`config.mk`:
```
export PLATFORM = sky130hd
export DESIGN_NAME = rename_unit
export DESIGN_NICKNAME = d
export VERILOG_FILES = /design/src/rtl/rename_unit.sv
export SDC_FILE = /design/constraint.sdc
export NUM_CORES = 2
export LEC_CHECK = 0
export CORE_MARGIN = 2
export CORE_UTILIZATION = 60
export DETAILED_ROUTE_END_ITERATION = 16
export DONT_BUFFER_PORTS = 1
export GPL_TIMING_DRIVEN = 0
export PLACE_DENSITY = 0.86
export SLEW_MARGIN = 20
export SYNTH_ARGS = -nofsm -noshare
export SYNTH_HDL_FRONTEND = slang
export SYNTH_SLANG_ARGS = --single-unit
```
`constraint.sdc`:
```
create_clock -name clk -period 9.5 [get_ports clk]
set_clock_uncertainty 0.15 [all_clocks]
set_input_delay 0.95 -clock clk [delete_from_list [all_inputs] [get_ports clk]]
set_output_delay 0.95 -clock clk [all_outputs]
set_load 0.02 [all_outputs]
```
`src/rtl/rename_unit.sv`:
```
`default_nettype none
// +--------------------------------------------------------------------------+
// | Module      : rename_unit                                                |
// | Description : Multi-lane register renaming with a speculative map and    |
// |               free bitmap plus a retirement copy for flush recovery.     |
// |               Optional same-group source bypass: RENAME_BYPASS_EN.       |
// | Revision    : 1.0 - initial release                                      |
// +--------------------------------------------------------------------------+
module rename_unit #(
  parameter int ARCH_REGS    = 32,
  parameter int PHYS_REGS    = 64,
  parameter int RENAME_WIDTH = 2,
  localparam int AW = $clog2(ARCH_REGS),
  localparam int PW = $clog2(PHYS_REGS),
  localparam int N  = RENAME_WIDTH
) (
  input  logic            clk,
  input  logic            rst_n,
  input  logic [N-1:0]    ren_valid_i,
  output logic            ren_ready_o,
  input  logic [N*AW-1:0] ren_src1_i,
  input  logic [N*AW-1:0] ren_src2_i,
  input  logic [N*AW-1:0] ren_dst_i,
  input  logic [N-1:0]    ren_dst_wr_i,
  output logic [N*PW-1:0] ren_psrc1_o,
  output logic [N*PW-1:0] ren_psrc2_o,
  output logic [N*PW-1:0] ren_pdst_o,
  output logic [N*PW-1:0] ren_pold_o,
  input  logic [N-1:0]    cmt_valid_i,
  input  logic [N*AW-1:0] cmt_dst_i,
  input  logic [N*PW-1:0] cmt_pdst_i,
  input  logic [N*PW-1:0] cmt_pold_i,
  input  logic            flush_i,
  output logic [PW:0]     free_count_o
);

  function automatic logic [ARCH_REGS-1:0][PW-1:0] f_identity_map();
    logic [ARCH_REGS-1:0][PW-1:0] m;
    for (int a = 0; a < ARCH_REGS; a++) m[a] = PW'(a);
    return m;
  endfunction

  localparam logic [ARCH_REGS-1:0][PW-1:0] MAP_RST  = f_identity_map();
  localparam logic [PHYS_REGS-1:0]         FREE_RST = {{(PHYS_REGS-ARCH_REGS){1'b1}}, {ARCH_REGS{1'b0}}};

  logic [ARCH_REGS-1:0][PW-1:0] spec_map_q, spec_map_d, ret_map_q, ret_map_d;
  logic [PHYS_REGS-1:0]         spec_free_q, spec_free_d, ret_free_q, ret_free_d;
  logic [PW:0]                  free_cnt_q, free_cnt_d;

  // Flat lane buses viewed as per-lane arrays (same bit layout).
  logic [N-1:0][AW-1:0] src1, src2, dst, cdst;
  logic [N-1:0][PW-1:0] psrc1, psrc2, pdst, pold, cpdst, cpold;
  logic [N-1:0]         alloc;
  logic [PHYS_REGS-1:0] avail;
  logic                 fire;
  logic                 double_free;
`ifndef RENAME_BYPASS_EN
  logic                 group_dep;
`endif

  assign src1  = ren_src1_i;
  assign src2  = ren_src2_i;
  assign dst   = ren_dst_i;
  assign cdst  = cmt_dst_i;
  assign cpdst = cmt_pdst_i;
  assign cpold = cmt_pold_i;

  assign ren_psrc1_o  = psrc1;
  assign ren_psrc2_o  = psrc2;
  assign ren_pdst_o   = pdst;
  assign ren_pold_o   = pold;
  assign free_count_o = free_cnt_q;

  // Readiness only looks at the registered count so a full group always fits.
  assign ren_ready_o = (free_cnt_q >= (PW+1)'(N));
  assign fire        = ren_ready_o & (|ren_valid_i) & ~flush_i;

  // Allocation: lanes in ascending order each take the lowest remaining free reg.
  always_comb begin
    avail = spec_free_q;
    alloc = '0;
    pdst  = '0;
    for (int i = 0; i < N; i++) begin
      alloc[i] = ren_valid_i[i] & ren_dst_wr_i[i] & (dst[i] != '0);
      if (alloc[i]) begin
        for (int p = PHYS_REGS-1; p > 0; p--) begin
          if (avail[p]) pdst[i] = PW'(p);
        end
        avail[pdst[i]] = 1'b0;
      end
    end
  end

  // Lookups against the pre-group map, corrected by earlier lanes of the same group.
  always_comb begin
    psrc1 = '0;
    psrc2 = '0;
    pold  = '0;
`ifndef RENAME_BYPASS_EN
    group_dep = 1'b0;
`endif
    for (int i = 0; i < N; i++) begin
      psrc1[i] = (src1[i] == '0) ? '0 : spec_map_q[src1[i]];
      psrc2[i] = (src2[i] == '0) ? '0 : spec_map_q[src2[i]];
      if (alloc[i]) pold[i] = spec_map_q[dst[i]];
      // Ascending scan: the nearest earlier lane overwrites last and wins.
      for (int j = 0; j < i; j++) begin
        if (alloc[j]) begin
          if (alloc[i] && (dst[j] == dst[i])) pold[i] = pdst[j];
`ifdef RENAME_BYPASS_EN
          if (src1[i] == dst[j]) psrc1[i] = pdst[j];
          if (src2[i] == dst[j]) psrc2[i] = pdst[j];
`else
          if (ren_valid_i[i] && ((src1[i] == dst[j]) || (src2[i] == dst[j])))
            group_dep = 1'b1;
`endif
        end
      end
    end
  end

  // Next state: rename updates, then commits, then flush restores from retire copy.
  always_comb begin
    spec_map_d  = spec_map_q;
    spec_free_d = spec_free_q;
    ret_map_d   = ret_map_q;
    ret_free_d  = ret_free_q;
    double_free = 1'b0;
    if (fire) begin
      for (int i = 0; i < N; i++) begin
        if (alloc[i]) begin
          spec_map_d[dst[i]]   = pdst[i];
          spec_free_d[pdst[i]] = 1'b0;
        end
      end
    end
    for (int i = 0; i < N; i++) begin
      if (cmt_valid_i[i] && (cdst[i] != '0)) begin
        ret_map_d[cdst[i]]   = cpdst[i];
        ret_free_d[cpdst[i]] = 1'b0;
        if (cpold[i] != '0) begin
          if (spec_free_q[cpold[i]]) double_free = 1'b1;
          ret_free_d[cpold[i]]  = 1'b1;
          spec_free_d[cpold[i]] = 1'b1;
        end
      end
    end
    if (flush_i) begin
      spec_map_d  = ret_map_d;
      spec_free_d = ret_free_d;
    end
    free_cnt_d = '0;
    for (int p = 0; p < PHYS_REGS; p++) free_cnt_d = free_cnt_d + (PW+1)'(spec_free_d[p]);
  end

  // State registers with asynchronous reset to the identity mapping.
  always_ff @(posedge clk or negedge rst_n) begin
    if (!rst_n) begin
      spec_map_q  <= MAP_RST;
      ret_map_q   <= MAP_RST;
      spec_free_q <= FREE_RST;
      ret_free_q  <= FREE_RST;
      free_cnt_q  <= (PW+1)'(PHYS_REGS - ARCH_REGS);
    end else begin
      spec_map_q  <= spec_map_d;
      ret_map_q   <= ret_map_d;
      spec_free_q <= spec_free_d;
      ret_free_q  <= ret_free_d;
      free_cnt_q  <= free_cnt_d;
    end
  end

  a_no_double_free: assert property (@(posedge clk) disable iff (!rst_n) !double_free);
`ifndef RENAME_BYPASS_EN
  a_no_group_dep: assert property (@(posedge clk) disable iff (!rst_n) !(fire && group_dep));
`endif

endmodule
`default_nettype wire
```
==> reports/metrics.yaml, run 1 <==
status:
  outcome: "aborted with a tool error"
  lastStage: "5_1_grt"
  error_that_halted_the_flow: "[ERROR GRT-0116] Global routing finished with congestion. Check the congestion regions in the DRC Viewer."
floorplan:
  die_span_in_x_um: 272
  placement_rows: 98
  vertical_die_dimension_um: 272
  initial_utilization_pct: 60.4
  boundaryPins: 129
synthesis:
  post_synth_inst_count: 4616
  yosys_most_used_dff: "sky130_fd_sc_hd__dfrtp_1"
  postSynth.asyncResetShare_pct: 100
  syn_area_per_cell_um2: 9.34
  synth.ff_latch_count: 519
  syn_nets: 4758
  yosys.cell_types.count: 114
  synth.yosys.seq_area_share_pct: 30.8
  ys.warnings.count: 0
  synth_edf_count: 0
  syn_area_um2: 43100
cts:
  h-tree-depth: 2
  ctsRootBufferMaster: "sky130_fd_sc_hd__clkbuf_16"
  tritoncts.num_buffers: 58
  clock_tree.buffer_depth: 3
  clock-sinks: 519
grt:
  first_pass_grt_wire_length_mm: 396
  grt_pass1_vias: 51500
  grt_use_total_pct: 76.3
  grt.overflow.total: 18
  pin_count_of_the_biggest_net_entering_global_routing: 297
place:
  post-place-cells: 5569
  detailedPlacementHpwl_mm: 189
  place_congestion: 1.25
  post-place-ws_ns: -2.95
  port_buf_inserts: 0
## routing by layer
metal | GRT overflow | track usage (%)
met3 | 1 | 57.8
met4 | 8 | 74.7
met2 | 9 | 92.8
met1 | 0 | 79.5
met5 | 0 | 27.4
## logic make-up after synthesis
group	count (synthesis)	synth area share, %
and+or+nand+nor	1495	16.1
xor gates and xnor gates	9	0.183
muxes	583	23.7
buffers and inverters	511	4.57
DFF	519	30.8
AOI/OAI and AO/OA	1430	21.8
adders and majority gates	69	2.94
## repair_timing
action                     CTS
pin swaps                   93
hold buffers                 3
hold endpoints to repair   296
setup buffers              123
setup endpoints to repair    7
resized for setup          313
## synth_stat cells (14+ instances only)
cell	count	area, um^2
sky130_fd_sc_hd__nor2_1	506	1900
sky130_fd_sc_hd__nand2_1	486	1820
sky130_fd_sc_hd__o21ai_0	456	2280
sky130_fd_sc_hd__mux4_2	348	7840
sky130_fd_sc_hd__clkbuf_1	315	1180
sky130_fd_sc_hd__dfrtp_1	294	7360
sky130_fd_sc_hd__a21oi_1	263	1320
sky130_fd_sc_hd__mux2i_1	229	2290
sky130_fd_sc_hd__dfstp_2	225	5910
sky130_fd_sc_hd__o22ai_1	113	707
sky130_fd_sc_hd__inv_1	111	417
sky130_fd_sc_hd__a22oi_1	89	668
sky130_fd_sc_hd__nand3_1	87	435
sky130_fd_sc_hd__nor3_1	72	360
sky130_fd_sc_hd__a221oi_1	68	596
sky130_fd_sc_hd__a21o_1	59	443
sky130_fd_sc_hd__buf_1	56	210
sky130_fd_sc_hd__fa_1	54	1080
sky130_fd_sc_hd__a211oi_1	51	383
sky130_fd_sc_hd__nor2b_1	38	238
sky130_fd_sc_hd__nor3b_1	36	270
sky130_fd_sc_hd__o21a_1	35	263
sky130_fd_sc_hd__o221ai_1	34	298
sky130_fd_sc_hd__or2_2	34	213
sky130_fd_sc_hd__and3_1	32	200
sky130_fd_sc_hd__nor4_1	30	188
sky130_fd_sc_hd__and2_1	26	163
sky130_fd_sc_hd__o31ai_1	26	195
sky130_fd_sc_hd__or3_1	25	156
sky130_fd_sc_hd__nand2b_1	23	144
sky130_fd_sc_hd__o211ai_1	21	158
sky130_fd_sc_hd__buf_2	19	95.1
sky130_fd_sc_hd__nand4_1	19	119
sky130_fd_sc_hd__o2111ai_1	16	140
sky130_fd_sc_hd__ha_1	15	188
sky130_fd_sc_hd__or4_1	15	113
sky130_fd_sc_hd__a22o_1	14	123
## per-stage QoR
stage	TNS (ns)	area [um^2]
4_1_cts	-3.22	49100
3_5_place_dp	-17.75	44500
3_3_place_gp	-17.71	44400
2_1_floorplan	-0.170	43300
==> run 2, diff against run 1 <==
--- a/config.mk
+++ b/config.mk
@@ -6,11 +6,11 @@
 export NUM_CORES = 2
 export LEC_CHECK = 0
 export CORE_MARGIN = 2
-export CORE_UTILIZATION = 60
+export CORE_UTILIZATION = 40
 export DETAILED_ROUTE_END_ITERATION = 16
 export DONT_BUFFER_PORTS = 1
 export GPL_TIMING_DRIVEN = 0
-export PLACE_DENSITY = 0.86
+export PLACE_DENSITY_LB_ADDON = 0.15
 export SLEW_MARGIN = 20
 export SYNTH_ARGS = -nofsm -noshare
 export SYNTH_HDL_FRONTEND = slang
==> constraint.sdc (replaced) <==
create_clock -name clk -period 12.35 [get_ports clk]
set_clock_uncertainty 0.15 [all_clocks]
set_input_delay 1.235 -clock clk [delete_from_list [all_inputs] [get_ports clk]]
set_output_delay 1.235 -clock clk [all_outputs]
set_load 0.02 [all_outputs]
==> run 2 against run 1 <==
The flow now finishes without violations. Area after synthesis unchanged. Synthesized cell count unchanged.
==> reports/metrics.yaml, run 2 <==
status:
  outcome: "completed"  # was aborted with a tool error
critical_path:
  crit_path_end_kind: "flop"
  crit_path_start_kind: "flop"
  timing.rr.start: "spec_free_q[27]"
  cp_slowest_cell: "sky130_fd_sc_hd__o21ai_0"
  critPathRequiredTime_ns: 12.71
  critPathMaxStageDelay_ns: 0.84
  path_common_cell: "sky130_fd_sc_hd__fa_1"
  worst-path-buf-inv: 5
  path_max_fanout: 10
  worstSetupStartpoint: "spec_free_q[27]"
  path_type_of_the_worst_setup_path: "flop to flop"
  worst-endpoint-arrival_ns: 12.64
  critPathTopFamily: "adder cells"
grt:
  grt_use_total_pct: 51.7
  antenna_violations_before_repair: 23
  grt.overflow.total: 0
  first_pass_grt_wire_length_mm: 388
  pin_count_of_the_biggest_net_entering_global_routing: 520
  grt_pass1_vias: 44400
place:
  post-place-ws_ns: -1.48  # was -2.95 ns
  place_congestion: 1.11  # was 1.25
  placement.cell_area_um2: 45000  # was 44500 um^2
  port_buf_inserts: 0  # unchanged
  detailedPlacementHpwl_mm: 221  # was 189 mm
finish:
  design_area_um2: 47900
  drive_above_1_share_pct: 19.5
  area_delta_synth_final_pct: 11.0
  final_common_cell: "sky130_fd_sc_hd__nor2_1"
  largest_registers: "ret_map_q: 192 flops, spec_map_q: 192 flops"
  fillerInstances: 10600
  multi_input_area_um2: 28200
  design.final.nets: 4845
  seqCellArea_um2: 13300
  most_used_cells_in_the_layout_excluding_fill_and_tap_cells: "502 x sky130_fd_sc_hd__nor2_1, 485 x sky130_fd_sc_hd__nand2_1, 447 x sky130_fd_sc_hd__o21ai_0, 348 x sky130_fd_sc_hd__mux4_2, 299 x sky130_fd_sc_hd__clkbuf_1"
synthesis:
  yosys.cell_types.count: 114  # unchanged
  post_synth_inst_count: 4616  # unchanged
  synth.ff_latch_count: 519  # unchanged
  synth.yosys.seq_area_share_pct: 30.8  # unchanged
  postSynth.asyncResetShare_pct: 100  # unchanged
  yosys_most_used_dff: "sky130_fd_sc_hd__dfrtp_1"  # unchanged
  yosysTopAreaCell: "sky130_fd_sc_hd__mux4_2"  # unchanged
  synth-adder-area-share_pct: 2.94  # unchanged
  synth_edf_count: 0  # unchanged
  syn_area_per_cell_um2: 9.34  # unchanged
  synth_top_cells_by_area: "sky130_fd_sc_hd__mux4_2 18%, sky130_fd_sc_hd__dfrtp_1 17%, sky130_fd_sc_hd__dfstp_2 14%, sky130_fd_sc_hd__mux2i_1 5.3%, sky130_fd_sc_hd__o21ai_0 5.3%"  # unchanged
  dominant_combinational_cell_family_by_area_after_synthesis: "multiplexers"  # unchanged
  yosys.cell_count.top_type: "sky130_fd_sc_hd__nor2_1"  # unchanged
  synth.top_cell.area_share_pct: 18.2  # unchanged
  simple_gate_share_of_the_synthesized_area_pct: 16.1  # unchanged
  syn_area_um2: 43100  # unchanged
  ys.warnings.count: 0  # unchanged
  synth.mux.area_fraction_pct: 23.7  # unchanged
  synth_compound_area_share_pct: 21.8  # unchanged
  xor_xnor_share_of_the_synthesized_area_pct: 0.183  # unchanged
  netlist_top_cells_count: "506 x sky130_fd_sc_hd__nor2_1, 486 x sky130_fd_sc_hd__nand2_1, 456 x sky130_fd_sc_hd__o21ai_0, 348 x sky130_fd_sc_hd__mux4_2, 315 x sky130_fd_sc_hd__clkbuf_1"  # unchanged
  syn_nets: 4758  # unchanged
timing:
  report.final.slew_viol_count: 0
  final-hold-violation-count: 0
  fin_hold_ws_ns: 0.129
  setup-violations-final: 0
  max_slew_margin_pct: 7.07
  period_minus_slack_ns: 12.28
  achievable-frequency_mhz: 81.4
  worst-slew-pin-transition_ns: 1.38
  setup_slack_ns: 0.0697
  final.period_utilization_pct: 99.4
pwr:
  power_per_unit_of_standard_cell_area_nw_per_um2: 277
  vdd_ir_drop_max_v: 0.00389
  leakage_uw: 0.0180
routing:
  routed_wirelength_mm: 291
  ant_nets: 0
  drtPass1Iterations: 6
  via_count: 47500
  post-route-drc-count: 0
  wire_per_inst_um: 47.1
  initialDrtViolationCount: 7526
  drt-vias-per-instance: 7.67
floorplan:
  initial_utilization_pct: 40.3  # was 60.4%
  boundaryPins: 129  # unchanged
  placement_rows: 120  # was 98
  vertical_die_dimension_um: 332  # was 272 um
  die_span_in_x_um: 332  # was 272 um
  core_area_um2: 107000
  die-area_um2: 110000
cts:
  h-tree-depth: 3  # was 2
  tritoncts.num_buffers: 67  # was 58
  register_clock_pin_slew_on_the_reported_worst_setup_and_hold_paths_ns: 0.06
  tritoncts: "done"
  clkLatencyLatePin_ns: 0.67
  ctsRootBufferMaster: "sky130_fd_sc_hd__clkbuf_16"  # unchanged
  clock_tree.buffer_depth: 3  # unchanged
  clock-sinks: 519  # unchanged
run:
  timing.max_cap.violations: 0
worst_hold_path:
  hp-class: "primary input to async pin"
run 2: cell counts after synthesis:
Identical to the previous run, type by type.
run 2: cell families (layout without fill, tap and decap cells):
group	count (synthesis)	after routing
muxes	583	583
other	0	32
DFF	519	519
adders and majority gates	69	69
and+or+nand+nor	1495	1495
buffers and inverters	511	650
xor gates and xnor gates	9	9
AOI/OAI and AO/OA	1430	1431
run 2: worst register-to-register path: cells and delay by family, from the launching register on:
family	cells	cell delay, ns
and+or+nand+nor	8	2.72
adders and majority gates	10	4.89
AOI/OAI and AO/OA	9	2.82
buffers and inverters	5	0.98
DFF	1	0.56
run 2: timing repair:
item,in CTS,in global routing
resized for setup,18,37
endpoints found under the setup margin,6,5
cloned,0,1
hold buffers,0,0
pin swaps,0,6
setup buffers,0,8
run 2: area by class of cell:
class	count	share of cell area [%]
clock inverter	18	0.546
inverter	117	0.918
tap	1403	3.67
clock buffer	104	4.21
timing repair buffer	20	0.476
multi-input combinational	3587	58.9
buffer	391	3.34
antenna	32	0.167
sequential	519	27.7
run 2: through the flow:
stage | util [%] | total power [uW] | cells | TNS, ns
2_1_floorplan | - | 7940 | 4616 | 0
3_3_place_gp | 42.0 | 10800 | 6019 | -9.24
3_5_place_dp | 42.1 | 10800 | 6025 | -7.23
4_1_cts | 44.4 | 12900 | 6146 | 0
5_1_grt | 44.7 | 13900 | 6163 | -0.00398
6_report | 44.8 | 13200 | 6191 | 0
run 2: worst paths after layout:
kind | endpoint | slack [ns] | depth (start not counted)
min reg2reg | ret_map_q[1] | 0.31 | 1
max in group asynchronous | spec_free_q[4] | 9.38 | 3
max reg2reg | free_count_o[6] | 0.07 | 32
min in group clk | ret_map_q[1] | 0.31 | 1
min | ret_map_q[95] | 0.13 | 0
max | free_count_o[6] | 0.07 | 32
run 2: per-layer routing:
metal | wire length (um) | track usage, % | up-vias
li1 | - | - | 17800
met3 | 35200 | 18.9 | 1520
met4 | 36000 | 48.4 | 14
met2 | 122000 | 75.6 | 4410
met1 | 98300 | 58.2 | 23800
met5 | 241 | 1.30 | -
run 2: power by group:
group          leakage [uW]  internal (uW)  switching, uW
combinational        0.0109           3170           4770
sequential          0.00599           2370            816
clock               0.00111           1230            873
(Power assumes the default switching activity.)
